<file path="config.mk">
export PLATFORM = sky130hd
export DESIGN_NAME = rom_arbiter
export DESIGN_NICKNAME = d
export VERILOG_FILES = /design/src/rtl/rom_arbiter.sv
export SDC_FILE = /design/constraint.sdc
export NUM_CORES = 1
export LEC_CHECK = 0
export ABC_CLOCK_PERIOD_IN_PS = 2250
export BUFFER_PORTS_ARGS = -buffer_cell sky130_fd_sc_hd__buf_4
export CAP_MARGIN = 25
export CORE_MARGIN = 8
export CORE_UTILIZATION = 30
export CTS_BUF_LIST = sky130_fd_sc_hd__clkbuf_8
export DETAILED_ROUTE_END_ITERATION = 12
export PLACE_DENSITY_LB_ADDON = 0.15
export SLEW_MARGIN = 5
export SYNTH_ARGS = -nofsm -noshare
export SYNTH_HDL_FRONTEND = slang
export SYNTH_SLANG_ARGS = --single-unit
</file>
<file path="constraint.sdc">
create_clock -name clk -period 2.25 [get_ports clk]
set_input_delay 0.1125 -clock clk [delete_from_list [all_inputs] [get_ports clk]]
set_output_delay 0.1125 -clock clk [all_outputs]
set_load 0.02 [all_outputs]
</file>
<file path="src/rtl/rom_arbiter.sv">
// rom_arbiter: N-port read arbiter in front of a single-port synchronous ROM.
// One grant per cycle, round-robin or fixed priority. Each response is returned
// one cycle after its accept on a shared data bus, with a one-hot owner strobe.
module rom_arbiter #(
  parameter int unsigned NUM_PORTS  = 4,
  parameter int unsigned ADDR_WIDTH = 8,
  parameter int unsigned DATA_WIDTH = 8
) (
  input  logic                             clk,
  input  logic                             rst_n,
  input  logic [NUM_PORTS-1:0]             req_valid,
  input  logic [NUM_PORTS*ADDR_WIDTH-1:0]  req_addr,
  output logic [NUM_PORTS-1:0]             req_ready,
  output logic [NUM_PORTS-1:0]             rsp_valid,
  output logic [DATA_WIDTH-1:0]            rsp_data,
  input  logic                             fixed_prio,
  output logic [ADDR_WIDTH-1:0]            rom_addr,
  input  logic [DATA_WIDTH-1:0]            rom_data
);

  localparam int unsigned IDX_W = $clog2(NUM_PORTS);

  logic [IDX_W-1:0]     last_grant;
  logic [NUM_PORTS-1:0] rsp_owner;
  logic [NUM_PORTS-1:0] upper_mask;
  logic [NUM_PORTS-1:0] upper_req;
  logic [NUM_PORTS-1:0] grant;
  logic [IDX_W-1:0]     grant_idx;
  logic                 grant_any;

  // Isolate the lowest set bit of a request vector (one-hot result).
  function automatic logic [NUM_PORTS-1:0] lowest_one(input logic [NUM_PORTS-1:0] v);
    return v & (~v + NUM_PORTS'(1));
  endfunction

  // Ports strictly above the last grant have first round-robin priority.
  always_comb begin
    upper_mask = '0;
    for (int unsigned i = 0; i < NUM_PORTS; i++) begin
      upper_mask[i] = (IDX_W'(i) > last_grant);
    end
  end

  // Grant selection; nothing is granted while reset is held.
  always_comb begin
    upper_req = req_valid & upper_mask;
    grant     = '0;
    if (!rst_n) begin
      grant = '0;
    end else if (fixed_prio) begin
      grant = lowest_one(req_valid);
    end else if (|upper_req) begin
      grant = lowest_one(upper_req);
    end else begin
      grant = lowest_one(req_valid);
    end
  end

  // Encode the one-hot grant and steer the granted port's address to the ROM.
  always_comb begin
    grant_idx = '0;
    rom_addr  = '0;
    for (int unsigned i = 0; i < NUM_PORTS; i++) begin
      if (grant[i]) begin
        grant_idx = IDX_W'(i);
        rom_addr  = req_addr[i*ADDR_WIDTH +: ADDR_WIDTH];
      end
    end
  end

  assign grant_any = |grant;
  assign req_ready = grant;
  assign rsp_valid = rsp_owner;
  assign rsp_data  = rom_data;

  // Track response ownership and the round-robin pointer.
  always_ff @(posedge clk or negedge rst_n) begin
    if (!rst_n) begin
      rsp_owner  <= '0;
      last_grant <= IDX_W'(NUM_PORTS - 1);
    end else begin
      rsp_owner <= grant;
      if (grant_any) begin
        last_grant <= grant_idx;
      end
    end
  end

endmodule

</file>
; Word-level counts from Yosys, hierarchy flattened
; Cells that the tools add are included.
[classes]
n_addsub = 2
n_lt_le_gt_ge = 4
n_mux = 10
n_bitwise = 5
reduce_logical = 2
[op_table]
columns = op, count
row1 = 8-bit two-way mux, 4
row2 = 4-bit bitwise AND, 3
row3 = 4-bit two-way mux, 3
row4 = 4-bit by 1-bit adder with 4-bit output (second input constant), 2
row5 = 4-bit NOT, 2
row6 = 4-bit OR reduction, 2
row7 = 1-bit by 2-bit greater-than comparator with 1-bit output (first input constant), 2
row8 = 2-bit greater-than comparator (first input constant), 2
row9 = 2-bit two-way mux, 2
row10 = 1-bit two-way mux, 1
[totals]
register_bits = 6
input_bits = 47
output_inout_bits = 24
wordCells = 25

; Longest topological paths before layout
; Gate-level depths: netlist of run 1.
[logic_depth]
ltp_word = 12
mapped_depth = 8
mapped_depth_nobuf = 6

; Worst setup path before layout of run 1
; No wires, ideal clock.
[synth_path]
path_kind = flip-flop to output port
startpoint = reg last_grant[0]
endpoint = out rom_addr[0]
t_arrival_ns = 2.011
t_required_ns = 2.138
setup_slack_ns = 0.127
path_stages_with_launch = 7
n_path_buf = 1
cell_sequence = dfstp_2 -> nand2b_1 -> a22oi_1 -> o31ai_1 -> clkbuf_1 -> a22oi_1 -> a211oi_2
[synth_via]
word_cells_on_any_way = 16
[synth_rtl]
columns = item, line
row1 = from (decl), 23  ; logic [IDX_W-1:0] last_grant;
row2 = from (signal assigned), 80  ; last_grant <= IDX_W'(NUM_PORTS - 1);
row3 = from (signal assigned), 84  ; last_grant <= grant_idx;
row4 = 1-bit by 2-bit greater-than comparator with 1-bit output, 40  ; upper_mask[i] = (IDX_W'(i) > last_grant);
row5 = 4-bit bitwise AND (*), 46  ; upper_req = req_valid & upper_mask;
row6 = 4-bit NOT, 33  ; return v & (~v + NUM_PORTS'(1));
row7 = 4-bit by 1-bit adder with 4-bit output, 33
row8 = 4-bit bitwise AND, 33
row9 = 4-bit two-way mux (*), 52  ; end else if (|upper_req) begin
row10 = 4-bit two-way mux (*), 50  ; end else if (fixed_prio) begin
row11 = 4-bit two-way mux (*), 48  ; if (!rst_n) begin
row12 = net req_ready[1], 13  ; output logic [NUM_PORTS-1:0] req_ready,
row13 = 8-bit two-way mux (*) (3 in series), 64  ; if (grant[i]) begin
row14 = to (decl), 17  ; output logic [ADDR_WIDTH-1:0] rom_addr,
; The timed path passes the listed nets; every way through them passes the cells marked *.

; Worst setup path after layout of run 1
[layout_path]
startpoint = reg last_grant[0]
endpoint = out rom_addr[0]
[layout_via]
elab_chain_len = 12
word_cells_on_any_way = 16
[layout_rtl]
columns = item, line
row1 = 1-bit by 2-bit greater-than comparator with 1-bit output, 40
row2 = 4-bit bitwise AND (*), 46
row3 = 4-bit NOT, 33
row4 = 4-bit by 1-bit adder with 4-bit output, 33
row5 = 4-bit bitwise AND, 33
row6 = 4-bit two-way mux (*), 52
row7 = 4-bit two-way mux (*), 50
row8 = 4-bit two-way mux (*), 48
row9 = 8-bit two-way mux (3 in series), 64
row10 = 8-bit two-way mux (*), 64
; Mark *: on every way between the ends. The rest lies on a longest branch, timed or not.

==> out/qor.yml, run 1 <==
status: "finished, final reports clean"
antenna_cells: 0
start_util_pct: 31.6
core_area_um2: 2210
fmax_mhz: 468
critPathKind: "flip-flop to output pin"
design_area_um2: 1140
cp_num_buf_inv: 2
synth_cells: 87
clk_path_buf_depth: 2
cts_buffers: 3
seq_area_um2: 153
synth.most_common_cell: "nor2_1"
yosys.area.top_type: "dfrtp_1"
die_x_um: 64.3
powerDensity_nw_per_um2: 766
cpPeakStageDelay_ps: 580
ant_nets: 0
grt_pass1_vias: 894
numPortBuffers: 54
crit_end: "rom_addr[0]"
via_per_inst: 5.03
cts_tree: "done"
ir_drop_uv: 336
clock_skew_ps: 4.55
drt-initial-drc-count: 10
drt-pass1-iter-count: 4
slowest_stage: "dfstp_2"
hp-class: "input port to output pin"
worstRegToRegCells: 5
stdcell_count: 166
synth-edff-count: 0
leakagePower_nw: 0.562
drc: 0
antenna_found_initial: 0
tns_ps: 0
grt_pass1_wl_um: 4230
tightest_slew_ps: 274
grt-ovfl-total: 0
netlist_area_um2: 699
fin_nets: 186
rows: 17
avgSynthCellArea_um2: 8.04
fill_cells: 218
ys_ff_latch: 6
grt_max_degree: 13
clock_power_share_pct: 18.6
path_depth: 5
timing.rr.start: "last_grant[0]"
cts.sinks: 6
min_period_over_period_pct: 95.0
setup_violations: 0
path_clk_slew_ps: 30
syn_to_final_growth_pct: 62.4
ys_async_sr_fraction_pct: 100
drt-total-wl_um: 2570
vias: 835
wl_per_cell_um: 15.5
ys.flop_type: "dfrtp_1"
pwr-share-comb_pct: 60.1
required_ps: 2140
clock_tree.htree_level_count: 1
multi_input_area_um2: 442
endpoint_kind: "output pin"
hold_viol_final: 0
period_minus_slack_ps: 2140
synth_area_leaders: "dfrtp_1, a211oi_2, a22oi_1"
dp_hpwl_um: 2050
die_h_um: 64.3
switching_share_pct: 40.3
synth_cell_type_count: 28
ys_top_cells_by_count: "nor2_1, a22oi_1, a21oi_1, buf_4, a211oi_2"
seq_power_share_pct: 21.3
die_area_um2: 4130
post_dp_cell_area_um2: 1060
cp.arrival_ps: 2020
utilization_pct: 51.4
maxSlewViolCount: 0
gp_congestion: 0.746
synth_nets: 134
drive_above_1_share_pct: 56.5
yosysWarnings: 0
yosysTopAreaCellShare_pct: 14.3
start_kind: "flip-flop"
ff2ff_setup_slack_ps: 540
io-pin-count: 71
p_int_mw: 0.519
max_cap_violations: 0
seq_area_frac_synth_pct: 21.8
insertion_delay_ps: 220
dp.cells: 159
p_switching_mw: 0.350
critPathTopFamily: "simple AND/OR/NAND/NOR gates"
reg2reg_to: "last_grant[0]"
crit_fanout: 7
track_usage_pct: 12.6
crit_start: "last_grant[0]"
maxSlewHeadroom_pct: 81.5
clockRootBuffer: "clkbuf_8"
path_cells: "inv_2 > or4_1 > and3_2 > a211oi_2 > buf_4"
power_mw: 0.870
## per-layer routing
layer,GRT usage (%),vias up,routed length [um]
met5,0,-,0
met4,5.18,0,18
met3,5.23,4,204
met2,20.6,39,1380
met1,14.1,373,967
li1,-,419,-
## sequential cells by signal, summed over array words and instances (netlist names)
name and flops:
last_grant 2, rsp_valid 4
## logic make-up (layout without fill, tap and decap cells)
kind of cell           count (synthesis)  in the layout  share of synthesized area [%]
AOI/OAI and AO/OA                     34             34                           39.4
DFF                                    6              6                           21.8
and+or+nand+nor                       30             31                           22.2
buffers and inverters                 17             67                           16.6
## worst min-delay path by stage
| stage | start | end | slack, ps | depth (start not counted) |
|---|---|---|---|---|
| 2_1_floorplan | rst_n | rsp_valid[0] | -180 | 0 |
| 3_3_place_gp | rst_n | rsp_valid[3] | -60 | 1 |
| 3_5_place_dp | rst_n | rsp_valid[3] | -60 | 1 |
| 4_1_cts | rom_data[5] | rsp_data[5] | 230 | 0 |
| 5_1_grt | rom_data[5] | rsp_data[5] | 230 | 0 |
| 6_report | rom_data[3] | rsp_data[3] | 230 | 0 |
## final cells by class
type,instances,area share [%]
timing repair buffer,60,39.6
multi-input combinational,65,38.9
sequential,6,13.4
clock buffer,3,3.63
tap,28,3.08
inverter,3,0.991
clock inverter,1,0.330
## worst reg2reg max path: cells and delay by family (launching register included)
kind / cells / cell delay, ps
AND/OR/NAND/NOR: 2 / 700
flip-flops: 1 / 580
buffers and inverters: 2 / 250
AO/OA/AOI/OAI: 1 / 100
## power groups by stage
stage	combinational (mW)	clock [mW]	sequential [mW]
2_1_floorplan	0.346	0	0.185
3_3_place_gp	0.502	0	0.191
4_1_cts	0.505	0.168	0.194
3_5_place_dp	0.502	0	0.194
5_1_grt	0.569	0.176	0.194
6_report	0.523	0.162	0.185
## what timing repair did
item | CTS | global route
buffers inserted | 0 | 1
hold endpoints to repair | 6 | 0
hold buffers | 1 | 0
endpoints found under the setup margin | 0 | 8
gates resized for setup | 0 | 2
## cell usage in the layout (no fill, tap or decap), types with 2 or more instances in the layout
| cell type | count |
|---|---|
| nand2_1 | 5 |
| a21oi_1 | 8 |
| a22oi_1 | 9 |
| dfstp_2 | 2 |
| dfrtp_1 | 4 |
| and3_2 | 3 |
| o21ai_0 | 2 |
| clkbuf_8 | 3 |
| a211oi_2 | 7 |
| inv_1 | 3 |
| o31ai_1 | 3 |
| nand2b_1 | 2 |
| buf_4 | 58 |
| nor2b_1 | 3 |
| nor2_1 | 12 |
## stage by stage
| step | hold WS [ps] | setup slack, ps |
|---|---|---|
| final | 225 | 113 |
| after global routing | 225 | -5.94 |
| after CTS | 225 | 107 |
| after detailed placement | -61.1 | 358 |
| after global placement | -63.0 | 384 |
| after floorplan | -183 | 127 |
No activity file was read; power rests on OpenSTA's default activity.
==> run 2, diff against run 1 <==
--- a/config.mk
+++ b/config.mk
@@ -9,7 +9,7 @@
 export BUFFER_PORTS_ARGS = -buffer_cell sky130_fd_sc_hd__buf_4
 export CAP_MARGIN = 25
 export CORE_MARGIN = 8
-export CORE_UTILIZATION = 30
+export CORE_UTILIZATION = 36
 export CTS_BUF_LIST = sky130_fd_sc_hd__clkbuf_8
 export DETAILED_ROUTE_END_ITERATION = 12
 export PLACE_DENSITY_LB_ADDON = 0.15
==> out/qor.yml, run 2 (synthesized netlist as in run 1, its figures left out) <==
leakagePower_nw: 0.559
drt-total-wl_um: 2450
gp_congestion: 0.730
cp_num_buf_inv: 2
setup_violations: 0
critPathKind: "flip-flop to output pin"
ant_nets: 0
grt_pass1_wl_um: 3870
fmax_mhz: 465
drive_above_1_share_pct: 55.5
slowest_stage: "dfstp_2"
clk_path_buf_depth: 2
ff2ff_setup_slack_ps: 550
min_period_over_period_pct: 95.6
die_area_um2: 3610
path_clk_slew_ps: 30
start_util_pct: 36.8
fin_nets: 185
antenna_cells: 0
track_usage_pct: 13.6
tightest_slew_ps: 275
layout_commonest_cell: "buf_4"
fill_cells: 189
power_mw: 0.852
maxSlewViolCount: 0
syn_to_final_growth_pct: 61.2
tns_ps: 0
hold_viol_final: 0
endpoint_kind: "output pin"
timing.rr.start: "last_grant[0]"
grt_max_degree: 13
core_area_um2: 1900
reg2reg_to: "last_grant[0]"
utilization_pct: 59.3
largest_register_ffs: 4
insertion_delay_ps: 220
cpPeakStageDelay_ps: 580
via_per_inst: 5.02
ir_drop_uv: 373
numPortBuffers: 54
critPathTopFamily: "simple AND/OR/NAND/NOR gates"
die_h_um: 60.1
worstHoldStart: "rom_data[4]"
required_ps: 2140
hp-class: "input port to output pin"
cts.sinks: 6
antenna_found_initial: 0
rows: 16
wl_per_cell_um: 14.9
grt_pass1_vias: 909
drt-initial-drc-count: 27
holdPathStages: 0
max_cap_violations: 0
io-pin-count: 71
clock_tree.htree_level_count: 1
worstRegToRegCells: 5
clock_skew_ps: 3.70
dp_hpwl_um: 2040
period_minus_slack_ps: 2150
grt-ovfl-total: 0
cp.arrival_ps: 2040
cts_tree: "done"
layout_common_cells: "buf_4, nor2_1, a22oi_1"
cts_buffers: 3
status: "finished, final reports clean"
min_delay_worst_endpoint: "rsp_data[4]"
rsz0062_at_grt: "false"
drt-pass1-iter-count: 4
die_x_um: 60.1
clockRootBuffer: "clkbuf_8"
drc: 0
crit_fanout: 9
vias: 823
path_cells: "inv_2 > or4_1 > and3_4 > a221oi_2 > buf_4"
start_kind: "flip-flop"
powerDensity_nw_per_um2: 756
maxSlewHeadroom_pct: 81.4
run 2: cell types whose count changed in the layout (fill, tap and decap cells not counted), sizes merged:
cell    change
and3        -1
buf         +1
clkbuf      -1
run 2: worst max-delay path by stage:
| stage | from | endpoint | slack (ps) | cells past startpoint |
|---|---|---|---|---|
| 6_report | last_grant[0] | rom_addr[6] | 100 | 5 |
| 5_1_grt | last_grant[0] | rom_addr[6] | 20 | 5 |
| 3_5_place_dp | last_grant[0] | rom_addr[6] | 330 | 5 |
| 2_1_floorplan | last_grant[0] | rom_addr[0] | 130 | 6 |
| 3_3_place_gp | last_grant[0] | rom_addr[6] | 360 | 5 |
| 4_1_cts | last_grant[0] | rom_addr[6] | 90 | 5 |
run 2: worst register-to-register path: stages (launching register included):
cell	delay, ps
dfstp_2	580
inv_2	60
or4_1	550
buf_4	200
nand2_1	140
o31ai_1	100
run 2: through the flow:
| stage | hold WS, ps | instance area, um2 | setup slack (ps) | std cells |
|---|---|---|---|---|
| CTS | 225 | 1130 | 90.2 | 164 |
| floorplan | -183 | 699 | 127 | 87 |
| detailed placement | -61.5 | 1070 | 331 | 159 |
| global route | 225 | 1130 | 20.4 | 164 |
| finish | 225 | 1130 | 98.2 | 164 |
| global placement | -61.0 | 1070 | 359 | 159 |
run 2: final cells by class:
class / count / area [um2] / share of cell area [%]
Inverter: 3 / 11.3 / 0.999
Clock buffer: 3 / 41.3 / 3.66
Multi-Input combinational cell: 64 / 432 / 38.3
Timing Repair Buffer: 60 / 453 / 40.2
Clock inverter: 1 / 3.75 / 0.333
Sequential cell: 6 / 153 / 13.5
Tap cell: 27 / 33.8 / 3.00
run 2: timing repair:
action                     in CTS  in global routing
resized for setup               0                  1
buffers inserted                0                  0
setup endpoints to repair       0                  1
hold buffers                    1                  0
hold endpoints to repair        6                  0
run 2: where the power goes:
| part | switching, mW | total, mW | internal, mW |
|---|---|---|---|
| logic | 0.257 | 0.500 | 0.244 |
| registers | 0.0400 | 0.192 | 0.152 |
| clock network | 0.0434 | 0.160 | 0.117 |
run 2: metal layers:
metal	up-vias	part of all wire, %	global-route usage [%]
met5	-	0	0
met4	0	0	2.04
met3	0	8.1	5.16
met2	35	55	25.4
met1	376	37	14.1
li1	412	-	-
==> run 3, diff against run 2 <==
--- a/config.mk
+++ b/config.mk
@@ -5,11 +5,11 @@
 export SDC_FILE = /design/constraint.sdc
 export NUM_CORES = 1
 export LEC_CHECK = 0
+export ABC_AREA = 1
 export ABC_CLOCK_PERIOD_IN_PS = 2250
 export BUFFER_PORTS_ARGS = -buffer_cell sky130_fd_sc_hd__buf_4
 export CAP_MARGIN = 25
-export CORE_MARGIN = 8
-export CORE_UTILIZATION = 36
+export CORE_UTILIZATION = 27
 export CTS_BUF_LIST = sky130_fd_sc_hd__clkbuf_8
 export DETAILED_ROUTE_END_ITERATION = 12
 export PLACE_DENSITY_LB_ADDON = 0.15
==> out/qor.yml, run 3 <==
dp_hpwl_um: 1560
pre_cts_ws_ps: 574
gp_congestion: 0.865
tns_ps: 0
yosysTopAreaCellShare_pct: 17.0
hold_ws_ps: 218
syn_to_final_growth_pct: 59.0
via_per_inst: 4.51
cts.sinks: 6
seq_area_frac_synth_pct: 21.0
antenna_found_initial: 0
fmax_mhz: 513
setup_violations: 0
critPathKind: "input port to output pin"
fin_nets: 207
setup_ws_ps: 301
synth_area_leaders: "nand2_1, dfrtp_1, nand3_2"
netlist_area_um2: 727
start_kind: "input port"
synth-edff-count: 0
ir_drop_uv: 536
grt_pass1_wl_um: 2980
path_clk_slew_ps: 40
rows: 18
grt_pass1_vias: 715
ys.flop_type: "dfrtp_1"
post_dp_cell_area_um2: 1100
drc: 0
yosys.area.top_type: "nand2_1"
ys_ff_latch: 6
endpoint_kind: "output pin"
grt_max_degree: 25
ys_top_cells_by_count: "nand2_1, nand3_1, inv_1, buf_4, nand3_2"
slowest_stage: "dlygate4sd3_1"
period_minus_slack_ps: 1950
stdcell_count: 189
clk_path_buf_depth: 2
cts_buffers: 3
synth.most_common_cell: "nand2_1"
yosysWarnings: 0
synth_cells: 110
ant_nets: 0
min_period_over_period_pct: 86.6
ys_async_sr_fraction_pct: 100
cpPeakStageDelay_ps: 520
hp-class: "input port to flip-flop"
wl_per_cell_um: 10.1
start_util_pct: 29.1
clock_skew_ps: 1.47
grt-ovfl-total: 0
maxSlewHeadroom_pct: 75.2
max_cap_violations: 0
path_cells: "dlygate4sd3_1 > buf_4 > inv_1 > nor3_4 > nand2_1 > nand2_1 > inv_1 > nand3_2 > buf_4"
numPortBuffers: 54
core_area_um2: 2500
vias: 852
rsz0062_at_grt: "false"
required_ps: 2140
design_area_um2: 1160
synth_cell_type_count: 21
leakagePower_nw: 0.676
insertion_delay_ps: 220
layout_commonest_cell: "buf_4"
maxSlewViolCount: 0
track_usage_pct: 13.9
die_area_um2: 2900
clockRootBuffer: "clkbuf_8"
drt-pass1-iter-count: 3
crit_fanout: 24
synth_nets: 157
status: "finished, final reports clean"
cp.arrival_ps: 1840
cts_tree: "done"
drt-total-wl_um: 1910
layout_common_cells: "buf_4, nand2_1, nand3_1"
die_x_um: 53.9
io-pin-count: 71
tightest_slew_ps: 371
powerDensity_nw_per_um2: 663
clock_tree.htree_level_count: 1
drive_above_1_share_pct: 50.9
largest_register_ffs: 4
antenna_cells: 0
dp.cells: 184
drt-initial-drc-count: 4
die_h_um: 53.9
avgSynthCellArea_um2: 6.61
hold_viol_final: 0
## run 3: worst paths after layout
path	depth (start not counted)	slack, ps	startpoint	end
min in group asynchronous	2	310	rst_n	rsp_valid[0]
max	9	300	rst_n	rom_addr[2]
min reg2reg	2	490	last_grant[1]	last_grant[1]
min	3	220	req_valid[0]	rsp_valid[0]
max reg2reg	6	890	last_grant[1]	last_grant[0]
max in group asynchronous	2	1680	rst_n	last_grant[0]
## run 3: per-layer routing
metal  wire length [um]  track usage (%)  part of all wire, %  vias up
li1                   -                -                    -      442
met1                747             17.0                   39      376
met2               1030             24.5                   54       34
met3                128             1.41                  6.7        0
met4                  0             5.70                    0        0
met5                  0                0                    0        -
## run 3: logic make-up (layout without fill, tap and decap cells)
| logic type | after synthesis | count (layout) | synth area share (%) |
|---|---|---|---|
| and+or+nand+nor | 76 | 76 | 57.3 |
| buffers and inverters | 25 | 74 | 17.7 |
| DFF | 6 | 6 | 21.0 |
| AOI/OAI and AO/OA | 3 | 3 | 3.96 |
## run 3: metrics by stage
step | power, mW | utilization (%)
global route | 0.833 | 46.2
global placement | 0.608 | 44.0
detailed placement | 0.612 | 44.0
floorplan | 0.460 | -
CTS | 0.783 | 46.2
finish | 0.766 | 46.2
## run 3: worst max-delay path, delay by kind of cell
kind	cells	cell delay, ps
buffers and inverters	5	1120
AND/OR/NAND/NOR	4	590
## run 3: final cells by class
cell class                 instances  area [um2]
timing repair buffer              56         423
fill                             263        1340
sequential                         6         153
multi-input combinational         79         445
inverter                          14        52.6
clock buffer                       3        41.3
clock inverter                     1        3.75
tap                               30        37.5
## run 3: what timing repair did
action	4_1_cts	5_1_grt
gates resized for setup	0	0
setup buffers	0	0
endpoints found under the hold margin	4	0
hold buffers	1	0
## run 3: report_power, final
part           switching (mW)  internal (mW)
logic                   0.246          0.188
registers              0.0198          0.150
clock network          0.0455          0.117
total                   0.311          0.455
